**src/rtl/pipeline_vr.sv**
```systemverilog
// Three-stage flow-controlled pipeline computing F = ((A + B) + (C - D)) * D modulo 2^N,
// with a flag raised whenever the full product does not fit in N bits.
module pipeline_vr #(
   parameter int N = 10
) (
   input  logic         clk,
   input  logic         rst,
   input  logic         in_valid,
   output logic         in_ready,
   input  logic [N-1:0] A,
   input  logic [N-1:0] B,
   input  logic [N-1:0] C,
   input  logic [N-1:0] D,
   output logic         out_valid,
   input  logic         out_ready,
   output logic [N-1:0] F,
   output logic         ovf
);

   function automatic logic [2*N-1:0] mul_full(input logic [N-1:0] a, input logic [N-1:0] b);
      logic [2*N-1:0] wa;
      logic [2*N-1:0] wb;
      wa = {{N{1'b0}}, a};
      wb = {{N{1'b0}}, b};
      return wa * wb;
   endfunction

   function automatic logic ovf_of(input logic [2*N-1:0] p);
      return |p[2*N-1:N];
   endfunction

   logic         vld_p1_q, vld_p2_q, vld_p3_q;
   logic [N-1:0] x1_p1_q, x2_p1_q, d_p1_q;
   logic [N-1:0] x3_p2_q, d_p2_q;
   logic [N-1:0] f_p3_q;
   logic         ovf_p3_q;

   logic [N-1:0]   x1_d, x2_d, x3_d;
   logic [2*N-1:0] prod_d;
   logic           r1, r2, r3;

   // Bubbles collapse: a stage may load whenever it is empty or its successor moves.
   always_comb begin
      r3       = !vld_p3_q || out_ready;
      r2       = !vld_p2_q || r3;
      r1       = !vld_p1_q || r2;
      in_ready = r1 && !rst;
      x1_d     = A + B;
      x2_d     = C - D;
      x3_d     = x1_p1_q + x2_p1_q;
      prod_d   = mul_full(x3_p2_q, d_p2_q);
   end

   always_ff @(posedge clk) begin
      if (rst) begin
         vld_p1_q <= 1'b0;
         vld_p2_q <= 1'b0;
         vld_p3_q <= 1'b0;
         x1_p1_q  <= '0;
         x2_p1_q  <= '0;
         d_p1_q   <= '0;
         x3_p2_q  <= '0;
         d_p2_q   <= '0;
         f_p3_q   <= '0;
         ovf_p3_q <= 1'b0;
      end else begin
         // stage 1: operand sum and difference
         if (r1) begin
            vld_p1_q <= in_valid;
            if (in_valid) begin
               x1_p1_q <= x1_d;
               x2_p1_q <= x2_d;
               d_p1_q  <= D;
            end
         end
         // stage 2: combine, carry D along
         if (r2) begin
            vld_p2_q <= vld_p1_q;
            if (vld_p1_q) begin
               x3_p2_q <= x3_d;
               d_p2_q  <= d_p1_q;
            end
         end
         // stage 3: multiply, keep low half, flag a non-zero high half
         if (r3) begin
            vld_p3_q <= vld_p2_q;
            if (vld_p2_q) begin
               f_p3_q   <= prod_d[N-1:0];
               ovf_p3_q <= ovf_of(prod_d);
            end
         end
      end
   end

   assign out_valid = vld_p3_q;
   assign F         = f_p3_q;
   assign ovf       = ovf_p3_q;

endmodule

```
**config.mk**
```make
export PLATFORM = sky130hd
export DESIGN_NAME = pipeline_vr
export DESIGN_NICKNAME = d
export VERILOG_FILES = /design/src/rtl/pipeline_vr.sv
export SDC_FILE = /design/constraint.sdc
export NUM_CORES = 1
export LEC_CHECK = 0
export CORE_MARGIN = 5
export CORE_UTILIZATION = 45
export DETAILED_ROUTE_END_ITERATION = 7
export PLACE_DENSITY_LB_ADDON = 0.05
export SLEW_MARGIN = 0
export SYNTH_ARGS = -nofsm -noshare
export SYNTH_HDL_FRONTEND = slang
export SYNTH_SLANG_ARGS = --single-unit
```
**constraint.sdc**
```tcl
create_clock -name clk -period 15.1 [get_ports clk]
set_input_delay 3.02 -clock clk [delete_from_list [all_inputs] [get_ports clk]]
set_output_delay 3.02 -clock clk [all_outputs]
set_load 0.02 [all_outputs]
```
* After elaboration in Yosys (flattened, before gate mapping)
Cells that the tools add are included.
** Cells by class
- Add/subtract/negate cells :: 3
- $mul :: 1
- Reduce and logical (&&, ||, !) cells :: 12
** Operators with widths (count)
- $add A10 B10 Y10 :: 2
- $mul A10 B10 Y20 :: 1
- $reduce_or A10 Y1 :: 1
- $sub A10 B10 Y10 :: 1
- $reduce_and A2 Y1 :: 3
- $logic_not A1 Y1 :: 4
- $logic_or A1 B1 Y1 :: 3
- $logic_and A1 B1 Y1 :: 1
** Storage, ports and cells
- Bits in registers :: 64
- Input bits :: 44
- Output and inout bits :: 13
- Word-level logic and storage cells :: 26

* Longest topological paths before layout
Gate-level depths: netlist (run 1).
- Depth after elaboration :: 5
- Gate-level depth with buffers :: 21
- Gate-level depth less buffers :: 20

* Worst setup path after synthesis (run 1)
OpenSTA, ideal clock, no wires.
- Path type :: input-to-output
- Start point :: input out_ready
- End point :: output in_ready
- Arrival :: 3.614 ns
- Required time :: 12.080 ns
- Path slack :: 8.466 ns
- Cell stages on the path :: 3
- Path buffers :: 1
- Cells stage by stage :: nor2b_1 clkbuf_1 a31oi_1
** Between the ends
- Cells in the longest elaborated chain, start to end :: 4
** Ends and longest elaborated chain
- start: declaration :: RTL line 15 : input logic out_ready,
- $logic_or A1 B1 Y1 :: RTL line 44 : r3 = !vld_p3_q || out_ready;
- $logic_or A1 B1 Y1 :: RTL line 45 : r2 = !vld_p2_q || r3;
- $logic_or A1 B1 Y1 :: RTL line 46 : r1 = !vld_p1_q || r2;
- $logic_and A1 B1 Y1 :: RTL line 47 : in_ready = r1 && !rst;
- end: declaration :: RTL line 9 : output logic in_ready,
Every way passes these cells.

* Final worst setup path (run 1)
Same ends and word-level chain as after synthesis.

==> out/metrics.yaml, run 1 <==
status: "completed"
critical_path.top_delay_family: "buffers and inverters"
syn_nets: 991
synth_area_mm2: 0.00659
worstMarginPinSlew_ns: 0.711
syn_inst: 800
fin_skew_ns: 0.00489
worstPathArrival_ns: 4.55
worstPathRequired_ns: 12.08
ctsResizeCount: 0
via_count: 5395
portBuffers: 56
grtUsageTotal_pct: 19.2
cts_hold_buf: 0
final_nets: 1021
drcViolationCount: 0
pre_cts_slack_ns: 7.52
diodes: 0
rsz0062_at_grt: "no"
die_height_um: 131
overflow: 0
dp_hpwl_mm: 12.2
postPlaceCellArea_mm2: 0.00726
power_density_mw_per_mm2: 66.0
ir_worst_vdd_v: 0.0000677
drtIter0Drc: 195
wl_mm: 15.2
cp-start-kind: "input port"
ys_ff_latch: 64
core_mm2: 0.0144
grt_antenna_before_repair: 0
cts_buffer_depth: 2
end_kind: "primary output"
ys_seq_area_share_pct: 19.4
cpMostUsedCell: "clkdlybuf4s50_1"
grt_pass1_wl_mm: 26.6
synth.distinct_cells: 51
synthFlopType: "dfxtp_1"
totalPowerFinal_w: 0.000501
fin_util_pct: 52.6
cp_num_buf_inv: 2
drt-vias-per-instance: 5.29
max_stage_delay_ns: 0.57
die_w_um: 131
hold_violations: 0
cellLeakagePower_nw: 3.43
cp_slowest_cell: "clkdlybuf4s50_1"
slew_headroom_pct: 52.6
htreeDepth: 3
grt_pass1_vias: 5672
path_max_fanout: 8
yosysWarnings: 0
cap_violations: 0
first_pass_iters: 4
fmax_mhz: 132
synth_edf_count: 0
grt_max_degree: 68
final_layout_size_suffix_gt1_share_pct: 3.59
hold_class: "reg -> reg"
path_clk_slew_ns: 0.05
ant_nets: 0
slew_violations: 0
fin_ws_ns: 7.53
tns_ns: 0
cts_setup_buffers: 0
syn_area_per_cell_um2: 8.24
syn2layout_area_growth_pct: 15.1
wire_per_inst_um: 14.9
cp_cell_sequence: "clkdlybuf4s50_1 > nor2b_1 > a31oi_1 > clkdlybuf4s50_1"
clk_root_buffer_cell: "clkbuf_16"
final_cell_area_mm2: 0.00758
clk_latency_ns: 0.33
cts.sinks: 64
initial_utilization_pct: 45.7
cts_buffers: 9
async_flop_share_pct: 0
seqCellArea_mm2: 0.00128
dieArea_mm2: 0.0172
setup_viol: 0
min_period_over_period_pct: 50.1
place_congestion: 0.843
ios: 57
fin_crit_ns: 7.57
multi_input_area_mm2: 0.00486
cts_tree: "yes"
critical_path_class: "in -> out"
fill_cells: 1407
rows: 44
-- final cells by class --
class                      instances  area share (%)
clock inverter                     7            1.35
tap                              184            3.04
sequential                        64            16.9
timing repair buffer              60            7.72
multi-input combinational        614            64.0
clock buffer                       9            2.97
inverter                          81            4.01
-- report_power, final --
| part | total (W) | internal (W) | switching (W) |
|---|---|---|---|
| logic | 0.0000821 | 0.0000398 | 0.0000423 |
| registers | 0.000193 | 0.000179 | 0.0000146 |
| clock network | 0.000225 | 0.000146 | 0.0000791 |
-- cells in the mapped netlist (all sizes together), types with 2 or more instances --
master,number,area [um^2]
o211ai,2,15.0
and3,2,12.5
ha,82,1030
nand3,9,45.0
and2,38,238
nand2,165,619
a2111oi,2,17.5
xor2,9,78.8
xnor2,22,193
fa,65,1300
or3,3,18.8
or4,2,15.0
dfxtp,64,1280
nand2b,6,37.5
buf,2,8.75
a221oi,2,41.3
o21a,2,15.0
nor3,15,80.1
inv,81,304
o21ai,17,85.1
o21bai,3,22.5
a31oi,11,68.8
clkbuf,39,146
a21o,13,97.6
a311oi,2,17.5
nor2b,11,68.8
nor2,30,113
a21boi,3,22.5
a21oi,70,354
a211oi,13,120
nand3b,2,15.0
-- worst paths after layout --
path	start	end	slack [ns]	cells after the start
hold reg to reg	F[5]	F[5]	0.45	2
hold / removal	F[5]	F[5]	0.45	2
setup / recovery	out_ready	in_ready	7.53	4
setup reg to reg	x3_p2_q[5]	ovf	9.30	16
-- through the flow --
stage                     cells  hold slack, ns
after floorplan             800           0.432
after global placement     1003           0.441
after detailed placement   1003           0.446
after CTS                  1019           0.454
after global routing       1019           0.475
final                      1019           0.453
-- sequential cells by signal, summed over array words and instances, names as in the netlist --
signal     cells
F             10
ovf            1
out_valid      1
vld_p2_q       1
x2_p1_q       10
x3_p2_q       10
d_p2_q        10
vld_p1_q       1
d_p1_q        10
x1_p1_q       10
-- logic make-up (layout without fill, tap and decap cells) --
| logic type | count (synthesis) | in the layout | share of synthesized area (%) |
|---|---|---|---|
| fa+ha+maj | 147 | 147 | 35.3 |
| compound gates | 149 | 149 | 14.6 |
| buf+inv | 122 | 157 | 6.97 |
| simple gates | 287 | 287 | 19.6 |
| flops | 64 | 64 | 19.4 |
| xor+xnor | 31 | 31 | 4.12 |
-- cells in the final DEF (no fill, tap or decap), drive strengths merged, types with 13 or more instances in the layout --
master | Yosys | routed
a21o | 13 | 13
nor3 | 15 | 15
o21ai | 17 | 17
nor2 | 30 | 30
fa | 65 | 65
clkdlybuf4s50 | 0 | 55
a211oi | 13 | 13
dfxtp | 64 | 64
nand2 | 165 | 165
and2 | 38 | 38
xnor2 | 22 | 22
a21oi | 70 | 70
inv | 81 | 84
ha | 82 | 82
-- routing by layer --
metal,global-route usage [%],wire (um),vias to the layer above,part of all wire [%]
li1,-,-,2693,-
met1,23.7,6550,2596,43
met2,34.8,7960,77,53
met3,2.20,327,29,2.2
met4,6.23,312,0,2.1
met5,0,0,-,0
-- worst reg2reg max path, stage by stage, from the launching register on --
cell and delay (ns):
dfxtp_1 0.67, nand2_1 0.17, fa_1 0.58, fa_1 0.45, fa_1 0.55, inv_1 0.06, fa_1 0.50, ha_1 0.31
ha_1 0.37, a21o_1 0.20, a211oi_1 0.48, a21oi_1 0.16, a31oi_1 0.23, o211ai_1 0.14, or4_1 0.54, nor3_2 0.12
a311oi_1 0.11
(Power assumes the default switching activity.)
==> run 2, diff against run 1 <==
==> constraint.sdc (replaced) <==
create_clock -name clk -period 6.7 [get_ports clk]
set_input_delay 1.34 -clock clk [delete_from_list [all_inputs] [get_ports clk]]
set_output_delay 1.34 -clock clk [all_outputs]
set_load 0.02 [all_outputs]
==> out/metrics.yaml, run 2 (synthesis gave the netlist of run 1 again) <==
status: "completed"
ir_worst_vdd_v: 0.000197  # +190%
worstPathArrival_ns: 5.83  # +1.28 ns
grt_antenna_before_repair: 0  # unchanged
worstMarginPinSlew_ns: 0.702  # -0.00857 ns
drcViolationCount: 0  # unchanged
worstPathRequired_ns: 6.95  # -5.13 ns
slew_violations: 0  # unchanged
final_nets: 1021  # unchanged
wl_mm: 16.0  # +5.4%
crit-reg2reg-launch: "d_p2_q[1]"
dieArea_mm2: 0.0172  # unchanged
cts.sinks: 64  # unchanged
cp-startpoint: "d_p2_q[1]"
grt_pass1_vias: 5619  # -0.93%
tns_ns: 0  # unchanged
cts_setup_buffers: 0  # unchanged
critical_path_class: "reg -> reg"
htreeDepth: 3  # unchanged
dp_hpwl_mm: 13.1  # +7.4%
fmax_mhz: 179
cellLeakagePower_nw: 3.41  # -0.46%
fin_skew_ns: 0.00669  # +0.00181 ns
core_mm2: 0.0144  # unchanged
min_period_over_period_pct: 83.3
clk_root_buffer_cell: "clkbuf_16"
drt-vias-per-instance: 5.29  # -0.11%
ctsResizeCount: 0  # unchanged
die_height_um: 131  # unchanged
via_count: 5389  # -0.11%
rsz0062_at_grt: "no"
hold_violations: 0  # unchanged
diodes: 0  # unchanged
rows: 44  # unchanged
path_clk_slew_ns: 0.06  # about the same
postPlaceCellArea_mm2: 0.00726  # unchanged
grt_max_degree: 67  # -1.5%
grtUsageTotal_pct: 19.9  # +0.63 points
final_cell_area_mm2: 0.00755  # -0.40%
end_kind: "flop"
ios: 57  # unchanged
ant_nets: 0  # unchanged
cts_buffers: 9  # unchanged
setup_viol: 0  # unchanged
final_cell_mix: "165 x nand2_1, 82 x ha_1, 81 x inv_1"
path_max_fanout: 11  # +3
slew_headroom_pct: 53.2  # +0.57 points
clk_latency_ns: 0.34  # about the same
syn2layout_area_growth_pct: 14.6
drtIter0Drc: 245  # +26%
portBuffers: 56  # unchanged
cts_hold_buf: 0  # unchanged
layout_commonest_cell: "nand2_1"
cts_buffer_depth: 2  # unchanged
grt_pass1_wl_mm: 26.9  # +1.3%
holdCritStartpoint: "d_p1_q[1]"
final_layout_size_suffix_gt1_share_pct: 3.59  # unchanged
fin_crit_ns: 5.58
totalPowerFinal_w: 0.00109  # +120%
place_congestion: 0.927  # +10%
first_pass_iters: 5  # +1
die_w_um: 131  # unchanged
fill_cells: 1386  # -1.5%
initial_utilization_pct: 45.7  # unchanged
overflow: 0  # unchanged
power_density_mw_per_mm2: 144  # +120%
cap_violations: 0  # unchanged
hold_class: "reg -> reg"
wire_per_inst_um: 15.7  # +5.4%
cp-start-kind: "flop"
cts_tree: "yes"
-- run 2: worst paths after layout --
check	end	slack, ns	cells after the start
hold reg to reg	d_p2_q[1]	0.46	2
setup reg to reg	ovf	1.12	18
setup / recovery	ovf	1.12	18
hold / removal	d_p2_q[1]	0.46	2
-- run 2: metal layers --
| metal | vias up | wire (um) | track usage [%] |
|---|---|---|---|
| li1 | 2690 | - | - |
| met1 | 2561 | 6950 | 24.2 |
| met2 | 112 | 8150 | 35.2 |
| met3 | 26 | 519 | 3.37 |
| met4 | 0 | 353 | 7.20 |
| met5 | - | 0 | 0 |
-- run 2: metrics by stage --
stage	hold WS [ns]	util (%)	cells	setup slack, ns
floorplan	0.432	-	800	1.44
global placement	0.441	50.3	1003	1.20
detailed placement	0.448	50.3	1003	1.04
CTS	0.456	52.4	1019	1.04
global route	0.467	52.4	1019	0.761
finish	0.455	52.4	1019	1.12
-- run 2: cell type report --
cell class,instances,area [um^2],area share [%]
inverters,81,304,4.02
clock inverters,7,72.6,0.961
flip-flops and latches,64,1280,17.0
clock buffers,9,225,2.98
well taps,184,230,3.05
multi-input cells,614,4860,64.3
repair buffers,60,586,7.75
-- run 2: report_power, final --
part,total [W],switching [W],internal (W)
logic,0.000190,0.0000999,0.0000898
clock network,0.000468,0.000180,0.000287
registers,0.000431,0.0000288,0.000403
-- run 2: critical path, stage by stage (launching register included) --
cell	delay (ns)
dfxtp_1	0.57
nand2_1	0.14
fa_1	0.56
inv_1	0.06
fa_1	0.47
ha_1	0.31
fa_1	0.49
inv_1	0.05
fa_1	0.47
inv_1	0.04
ha_1	0.33
a21o_1	0.25
a221o_1	0.43
a311oi_1	0.38
o21bai_1	0.11
a211o_1	0.32
xor2_1	0.18
nor3_2	0.07
a311oi_1	0.27
